File: src/rtl/inv_sbox_if.sv
// Bus bundle for the inverse S-box builder: the forward S-box read port
// and the inverse-lookup request/response port.
// The master side is the inv_sbox block; the slave side is the S-box
// storage together with the decryption datapath.
interface inv_sbox_if;

    // Forward S-box read port
    logic       sbox_rd_en;
    logic [7:0] sbox_addr;
    logic [7:0] sbox_data;

    // Inverse lookup port
    logic       req_valid;
    logic [7:0] req_data;
    logic       resp_valid;
    logic [7:0] resp_data;

    modport master (
        output sbox_rd_en,
        output sbox_addr,
        input  sbox_data,
        input  req_valid,
        input  req_data,
        output resp_valid,
        output resp_data
    );

    modport slave (
        input  sbox_rd_en,
        input  sbox_addr,
        output sbox_data,
        output req_valid,
        output req_data,
        input  resp_valid,
        input  resp_data
    );

endinterface

File: src/rtl/inv_sbox.sv
// Inverse S-box builder.
// After the forward S-box is complete, all 256 entries are read back in
// order. Each returned byte is written as inv[S[a]] = a, and a used-flag
// per value catches duplicates. Because exactly 256 entries are written,
// the absence of duplicates is enough to prove the table is a bijection.
// Once the table is built, single-cycle pipelined inverse lookups are
// served until the next reset.
module inv_sbox (
    input  logic       clk,
    input  logic       rst,
    input  logic       start,
    inv_sbox_if.master bus,
    output logic       done_inv,
    output logic       error
);

    localparam logic [2:0] S_IDLE  = 3'd0;
    localparam logic [2:0] S_READ  = 3'd1;
    localparam logic [2:0] S_DRAIN = 3'd2;
    localparam logic [2:0] S_DONE  = 3'd3;
    localparam logic [2:0] S_ERR   = 3'd4;

    localparam logic [7:0] LAST_ADDR = 8'hFF;

    logic [2:0]   r_state;
    logic [2:0]   w_state_nxt;

    // Read side: issued address and strobe
    logic         r_rd_en;
    logic [7:0]   r_addr;

    // Write side: address and valid delayed to line up with sbox_data
    logic         r_wr_valid;
    logic [7:0]   r_wr_addr;

    // One flag per value, set as each value is seen
    logic [255:0] r_used;
    logic [7:0]   r_inv [0:255];

    logic         r_done;
    logic         r_error;
    logic         r_resp_valid;
    logic [7:0]   r_resp_data;

    logic [7:0]   w_sbox_data;
    logic         w_seen;
    logic         w_dup;
    logic         w_wr_en;
    logic         w_lookup;

    assign w_sbox_data = bus.sbox_data;
    assign w_seen      = r_used[w_sbox_data];
    assign w_dup       = r_wr_valid &  w_seen;
    assign w_wr_en     = r_wr_valid & ~w_seen;

    // Lookups are only honoured once the table is known to be good.
    assign w_lookup    = (r_state == S_DONE) & bus.req_valid;

    assign bus.sbox_rd_en = r_rd_en;
    assign bus.sbox_addr  = r_addr;
    assign bus.resp_valid = r_resp_valid;
    assign bus.resp_data  = r_resp_data;
    assign done_inv       = r_done;
    assign error          = r_error;

    // Next-state logic for the build sequence.
    always_comb begin
        // NOTE: default assignment first so no path leaves the signal
        // unassigned, which would otherwise infer a latch.
        w_state_nxt = r_state;
        case (r_state)
            S_IDLE: begin
                if (start) begin
                    w_state_nxt = S_READ;
                end
            end
            S_READ: begin
                if (r_addr == LAST_ADDR) begin
                    w_state_nxt = S_DRAIN;
                end
            end
            S_DRAIN: begin
                // The last entry is checked in this cycle, so its duplicate
                // flag has to be folded in alongside the sticky error.
                if (r_error || w_dup) begin
                    w_state_nxt = S_ERR;
                end else begin
                    w_state_nxt = S_DONE;
                end
            end
            S_DONE:  w_state_nxt = S_DONE;
            S_ERR:   w_state_nxt = S_ERR;
            default: w_state_nxt = S_IDLE;
        endcase
    end

    // State, read-address counter and delayed write-side tracking.
    always_ff @(posedge clk) begin
        // NOTE: sequential state uses non-blocking assignments so every
        // register samples pre-edge values regardless of statement order.
        if (rst) begin
            r_state    <= S_IDLE;
            r_rd_en    <= 1'b0;
            r_addr     <= 8'h00;
            r_wr_valid <= 1'b0;
            r_wr_addr  <= 8'h00;
        end else begin
            r_state    <= w_state_nxt;
            r_rd_en    <= (w_state_nxt == S_READ);
            r_wr_valid <= r_rd_en;
            r_wr_addr  <= r_addr;
            // The counter stops at 255 rather than wrapping; READ exits on it.
            if (r_state == S_READ && r_addr != LAST_ADDR) begin
                r_addr <= r_addr + 8'd1;
            end
        end
    end

    // Used-value flags and the sticky status outputs.
    always_ff @(posedge clk) begin
        if (rst) begin
            r_used  <= '0;
            r_error <= 1'b0;
            r_done  <= 1'b0;
        end else begin
            if (w_wr_en) begin
                r_used[w_sbox_data] <= 1'b1;
            end
            if (w_dup) begin
                r_error <= 1'b1;
            end
            if (w_state_nxt == S_DONE) begin
                r_done <= 1'b1;
            end
        end
    end

    // Inverse table write port: inv[S[a]] = a for every first-seen value.
    always_ff @(posedge clk) begin
        // NOTE: the table itself has no reset; every entry is rewritten
        // before it can be read, and the used flags carry the real state.
        if (w_wr_en) begin
            r_inv[w_sbox_data] <= r_wr_addr;
        end
    end

    // Pipelined lookup response, one cycle after the request.
    always_ff @(posedge clk) begin
        if (rst) begin
            r_resp_valid <= 1'b0;
            r_resp_data  <= 8'h00;
        end else begin
            r_resp_valid <= w_lookup;
            if (w_lookup) begin
                r_resp_data <= r_inv[bus.req_data];
            end
        end
    end

endmodule

File: src/flat_wrapper.sv
// flat-port wrapper written by rule: the top's interface ports become plain ports
module inv_sbox_flat 
  (clk, rst, start, done_inv, error, bus_sbox_rd_en, bus_sbox_addr, bus_sbox_data, bus_req_valid, bus_req_data, bus_resp_valid, bus_resp_data);
  inv_sbox_if bus_i ();
  input  logic clk;
  input  logic rst;
  input  logic start;
  output logic done_inv;
  output logic error;
  output wire logic [$bits(bus_i.sbox_rd_en)-1:0] bus_sbox_rd_en;
  output wire logic [$bits(bus_i.sbox_addr)-1:0] bus_sbox_addr;
  input wire logic [$bits(bus_i.sbox_data)-1:0] bus_sbox_data;
  input wire logic [$bits(bus_i.req_valid)-1:0] bus_req_valid;
  input wire logic [$bits(bus_i.req_data)-1:0] bus_req_data;
  output wire logic [$bits(bus_i.resp_valid)-1:0] bus_resp_valid;
  output wire logic [$bits(bus_i.resp_data)-1:0] bus_resp_data;
  assign bus_sbox_rd_en = bus_i.sbox_rd_en;
  assign bus_sbox_addr = bus_i.sbox_addr;
  assign bus_i.sbox_data = bus_sbox_data;
  assign bus_i.req_valid = bus_req_valid;
  assign bus_i.req_data = bus_req_data;
  assign bus_resp_valid = bus_i.resp_valid;
  assign bus_resp_data = bus_i.resp_data;
  inv_sbox u_core (.clk(clk), .rst(rst), .start(start), .bus(bus_i), .done_inv(done_inv), .error(error));
endmodule
File: config.mk
export PLATFORM = sky130hd
export DESIGN_NAME = inv_sbox_flat
export DESIGN_NICKNAME = d
export VERILOG_FILES = /design/src/rtl/inv_sbox_if.sv /design/src/rtl/inv_sbox.sv /design/src/flat_wrapper.sv
export SDC_FILE = /design/constraint.sdc
export NUM_CORES = 2
export LEC_CHECK = 0
export BUFFER_PORTS_ARGS = -buffer_cell sky130_fd_sc_hd__buf_2
export CELL_PAD_IN_SITES_DETAIL_PLACEMENT = 0
export CELL_PAD_IN_SITES_GLOBAL_PLACEMENT = 1
export CORE_MARGIN = 2
export CORE_UTILIZATION = 45
export CTS_CLUSTER_SIZE = 28
export DETAILED_ROUTE_END_ITERATION = 16
export GPL_TIMING_DRIVEN = 0
export PLACE_DENSITY = 0.73
export SLEW_MARGIN = 30
export SYNTH_ARGS = -nofsm -noshare
export SYNTH_HDL_FRONTEND = slang
export SYNTH_SLANG_ARGS = --single-unit
File: constraint.sdc
create_clock -name clk -period 5.4 [get_ports clk]
set_input_delay 1.08 -clock clk [delete_from_list [all_inputs] [get_ports clk]]
set_output_delay 1.08 -clock clk [all_outputs]
set_load 0.03 [all_outputs]
Word-level counts from Yosys, hierarchy flattened:

Memories as Yosys holds them, arrays and structs flattened. A register that Yosys moved wholly into a read port is not among the register bits.
Cells that the tools add are included.

* logic and storage cells: 40
* memories kept: 1
* register bits: 280
* bits in writable memories: 2048

* multiplexer cells: 10
* bitwise logic cells: 5
* equality and inequality tests: 8
* reductions and logical operators: 4
* order comparisons: 2
* $add $sub $neg: 1

Memories
* u_core.r_inv: words 256, width 8, rd ports 1, clocked after Yosys merged registers in 1, write ports 1, RTL line inv_sbox.sv:38 `logic [7:0] r_inv [0:255];`

Operators with widths (number)
* 256-bit OR: 1
* 3-bit one-hot mux with 5 select lines: 1
* 3-bit by 2-bit == test with 1-bit output, second input constant: 3
* 8-bit by 9-bit < comparator with 1-bit output, second input constant: 1
* 3-bit two-way mux: 3
* 8-bit by 1-bit adder with 8-bit output, second input constant: 1
* 1-bit binary-select mux with 8-bit select: 1
* 1-bit demux with 8-bit select: 1
* 8-bit == test, second input constant: 1
* 8-bit by 1-bit >= comparator with 1-bit output, second input constant: 1
* 8-bit != test, second input constant: 1
* 3-bit by 1-bit == test with 1-bit output, second input constant: 2
* 1-bit two-way mux: 4
* 1-bit AND: 3
* 3-bit == test, second input constant: 1
* 3-bit logical NOT: 1
* 1-bit logical AND: 2
* 1-bit logical OR: 1
* 1-bit inverter: 1

Depth between registers and ports, before layout:

* depth in word-level cells: 7
* gate-level depth with buffers: 17

Worst setup path after synthesis:

Ideal clock, no wire load.

* kind: input to register
* start: in bus_sbox_data[0]
* end: mem u_core.r_inv[79][0], enable pin
* library setup time: 0.370 ns
* slack: 0.974 ns
* stages: 13
* arrival: 4.056 ns
* cell sequence: buf_4 buf_6 buf_4 mux4_1 mux2_2 nand3_1 o31ai_1 a2111o_1 buf_6 nor3_4 nand2_1 buf_2 nor2_1

* cells in the longest elaborated chain, start to end: 6

RTL lines
* from (decl): RTL line flat_wrapper.sv:12 `input wire logic [$bits(bus_i.sbox_data)-1:0] bus_sbox_data;`
* 1-bit binary-select mux with 8-bit select: RTL line inv_sbox.sv:52 `assign w_seen = r_used[w_sbox_data];`
* 1-bit two-way mux (not written as such): RTL line inv_sbox.sv:52
* 1-bit inverter: RTL line inv_sbox.sv:54 `assign w_wr_en = r_wr_valid & ~w_seen;`
* 1-bit AND: RTL line inv_sbox.sv:54
* 1-bit two-way mux: RTL line inv_sbox.sv:142 `if (w_wr_en) begin`
* 1-bit two-way mux (not written as such): RTL line inv_sbox.sv:143 `r_inv[w_sbox_data] <= r_wr_addr;`
* to (decl): RTL line inv_sbox.sv:38

Several ways; a longest one is shown, not always the timed one. The select of a mux whose other input is x is not followed.

Final worst setup path:

* start: in bus_sbox_data[1]
* end: mem u_core.r_inv[213][3], enable pin

The elaborated chain is that of the path after synthesis.

==> results_dict.tcl <==
set metrics [dict create \
    syn_to_final_growth_pct 13.6 \
    holdWs_ns 0.461 \
    whs_endpoint "u_core.r_used[209]" \
    p_seq_share_pct 53.2 \
    ioPinCount 40 \
    hold_violations 0 \
    firstDrtPassIters 5 \
    grt_remaining_overflow 0 \
    dp.final_hpwl_um 175000 \
    synth_edf_count 2048 \
    postSynthCellCount 4573 \
    power_density_mw_per_mm2 355 \
    syn_area_mm2 0.0905 \
    row_count 164 \
    rsz0062_at_grt "yes" \
    wl_met3_um 25600 \
    slew_headroom_pct 15.8 \
    layout_common_cells "edfxtp_1 (2,048), mux4_2 (659), nor2_1 (363)" \
    wl_um 254000 \
    cts_setup_buffers 0 \
    antenna_found_initial 15 \
    cts_tree "yes" \
    synth.distinct_cells 59 \
    die_area_mm2 0.205 \
    globalplace.congestion 0.969 \
    leakagePower_uw 0.0323 \
    clk_latency_ns 0.87 \
    dieWidth_um 452 \
    p_comb_share_pct 4.9 \
    post_cts_resized 25 \
    cts_hold_repair.buffers 0 \
    h-tree-depth 4 \
    clock_skew_ns 0.0646 \
    root_buffer "clkbuf_16" \
    coreArea_mm2 0.200 \
    final_common_cell "edfxtp_1" \
    switching_power_uw 7880 \
    synth_flop_cell "edfxtp_1" \
    setup_viol 0 \
    maxCapViolCount 0 \
    drt-initial-drc-count 7259 \
    synth_area_per_cell_um2 19.8 \
    period_needed_ns 5.39 \
    initial_core_util_pct 45.3 \
    critPathKind "in2reg" \
    top_layer "met5" \
    yosysSeqAreaShare_pct 74.4 \
    worst_r2r_path_depth 11 \
    reg2reg_to "u_core.r_inv[175][3]" \
    sw_frac_of_total_pct 21.6 \
    final_antenna_net_count 0 \
    whs_path_depth 2 \
    ir_worst_vdd_mv 0.316 \
    cp.arrival_ns 5.87 \
    drv_slew 0 \
    fmax_ghz 0.185 \
    crit_path_end_kind "flop" \
    clock_path_buffers 3 \
    hold_start "u_core.r_used[209]" \
    mappedNetlistNets 4594 \
    status "finished clean" \
    wirelength_met1_um 100000 \
    power_uw 36500 \
    worstMarginPinSlew_ns 1.26 \
    pwr-share-clk_pct 42.0 \
    numCtsBuffers 220 \
    grt_max_degree 71 \
    ys_ff_latch 2336 \
    num_vias 47800 \
    dpl.cell_count 7323 \
    period_share_pct 99.9 \
    routedWlPerCell_um 32.9 \
    p_int_uw 28600 \
    hold_path_class "reg2reg" \
    clk_pin_slew_ns 0.06 \
    postLayoutCoreUtil_pct 51.4 \
    required_ns 5.88 \
    avgViaCountPerCell 6.18 \
    path_max_fanout 10 \
    fp.dieH_um 452 \
    grt_use_total_pct 24.7 \
    grt_pass1_wl_um 355000 \
    place_ws_ns -1.15 \
    final_net_count 4910 \
    r2r_setup_slack_ns 0.78 \
    remaining_drc_errors 0 \
    start_kind "primary input" \
    wl_met2_um 119000 \
    rr_startpoint "u_core.r_used[135]" \
    final_layout_size_suffix_gt1_share_pct 25.9 \
    finalWorstSetupSlack_ns 0.00705 \
    cts_sinks 2336 \
    grt_pass1_vias 46400 \
    async_flop_share_pct 0 \
    instances_no_fill 7737 \
    yosys_warnings 0 \
    port_buffers 33 \
]
## synthesized netlist by cell type (2+ instances only)
cell type / instances / area share, %
a31oi_1: 2 / 0.014
xnor2_1: 2 / 0.019
or3_1: 15 / 0.10
o31a_1: 2 / 0.019
nand3_1: 23 / 0.13
or2_2: 7 / 0.048
nor3_4: 2 / 0.036
nor4_4: 9 / 0.21
o21ai_0: 19 / 0.11
a21boi_0: 8 / 0.066
nor2_1: 420 / 1.7
and2_1: 2 / 0.014
o22ai_1: 130 / 0.90
mux4_1: 7 / 0.20
clkbuf_1: 204 / 0.85
buf_6: 13 / 0.16
nand2_1: 51 / 0.21
buf_2: 12 / 0.066
a21oi_1: 171 / 0.95
buf_1: 75 / 0.31
xor2_1: 4 / 0.039
a2111oi_0: 2 / 0.019
buf_4: 5 / 0.041
nand2b_1: 13 / 0.090
inv_1: 131 / 0.54
o31ai_1: 2 / 0.017
mux2i_1: 82 / 0.91
nor3_1: 7 / 0.039
o211ai_1: 2 / 0.017
buf_12: 3 / 0.066
nand4_1: 10 / 0.069
nor2b_1: 21 / 0.15
dfxtp_1: 288 / 6.4
and3_1: 3 / 0.021
a22o_1: 9 / 0.087
mux4_2: 659 / 16
a22oi_1: 86 / 0.71
mux2_2: 4 / 0.050
edfxtp_1: 2048 / 68
## through the flow
step	TNS, ns	cell area [um2]
after floorplan	0	90500
after global placement	-6786.71	93900
after detailed placement	-1458.18	95500
after CTS	-8.05	103000
after global routing	-1.17	103000
final	0	103000
## registers in the layout, summed over array words and instances (netlist names)
register / cells
u_core.r_state: 3
u_core.bus.sbox_rd_en: 1
u_core.bus.resp_data: 8
u_core.error: 1
u_core.r_inv: 2048
u_core.r_wr_addr: 8
u_core.bus.resp_valid: 1
u_core.r_used: 256
u_core.bus.sbox_addr: 8
u_core.r_wr_valid: 1
u_core.done_inv: 1
## layer usage
metal / vias to the layer above / global-route usage, %
met4: 2 / 8.52
met3: 400 / 5.45
met2: 2639 / 38.5
met5: - / 0
li1: 19300 / -
met1: 25500 / 34.7
## worst max-delay path, stage by stage
cell,delay (ns)
buf_2,0.15
buf_6,0.21
buf_12,0.18
buf_12,0.16
buf_8,0.17
buf_6,0.21
buf_6,0.21
buf_6,0.21
mux2i_1,0.30
nand2_1,0.09
nand3_1,0.09
a41oi_1,0.15
a2111o_1,0.39
buf_6,0.21
nor3_4,0.38
nand2_1,0.46
buf_2,0.43
nor2_1,0.72
## area by class of cell
class	instances	area, um2
Inverter	131	492
Multi-Input combinational cell	1793	21600
Sequential cell	2336	67300
Fill cell	15800	97100
Clock inverter	123	1180
Buffer	313	1510
Clock buffer	281	5910
Timing Repair Buffer	94	1520
Tap cell	2656	3320
Antenna cell	10	25.0
## cell families (layout without fill, tap and decap cells)
kind of cell    count (synthesis)  after routing  synth area share (%)
buf+inv                       444            942                  2.05
mux                           752            752                  17.6
fa+ha+maj                       1              1                0.0138
compound gates                444            444                  3.02
xor+xnor                        6              6                0.0581
other cells                     0             10                     0
flops                        2336           2336                  74.4
simple gates                  590            590                  2.93
## power groups by stage
stage	clock network (uW)	logic [uW]	registers, uW
floorplan	0	952	19900
CTS	15400	1760	19400
finish	15300	1780	19400
detailed placement	0	1750	19800
global route	16100	1810	19400
global placement	0	1610	19900
## worst max-delay path by stage
stage,start,to,cells after the start
global placement,u_core.r_wr_addr[0],u_core.r_inv[238][0],0
finish,bus_sbox_data[1],u_core.r_inv[213][3],18
global route,bus_sbox_data[1],u_core.r_inv[212][3],17
floorplan,bus_sbox_data[0],u_core.r_inv[79][0],13
detailed placement,bus_sbox_data[3],u_core.r_inv[254][1],12
CTS,bus_sbox_data[0],u_core.r_inv[172][5],14
Power figures use the tool's default switching activity.
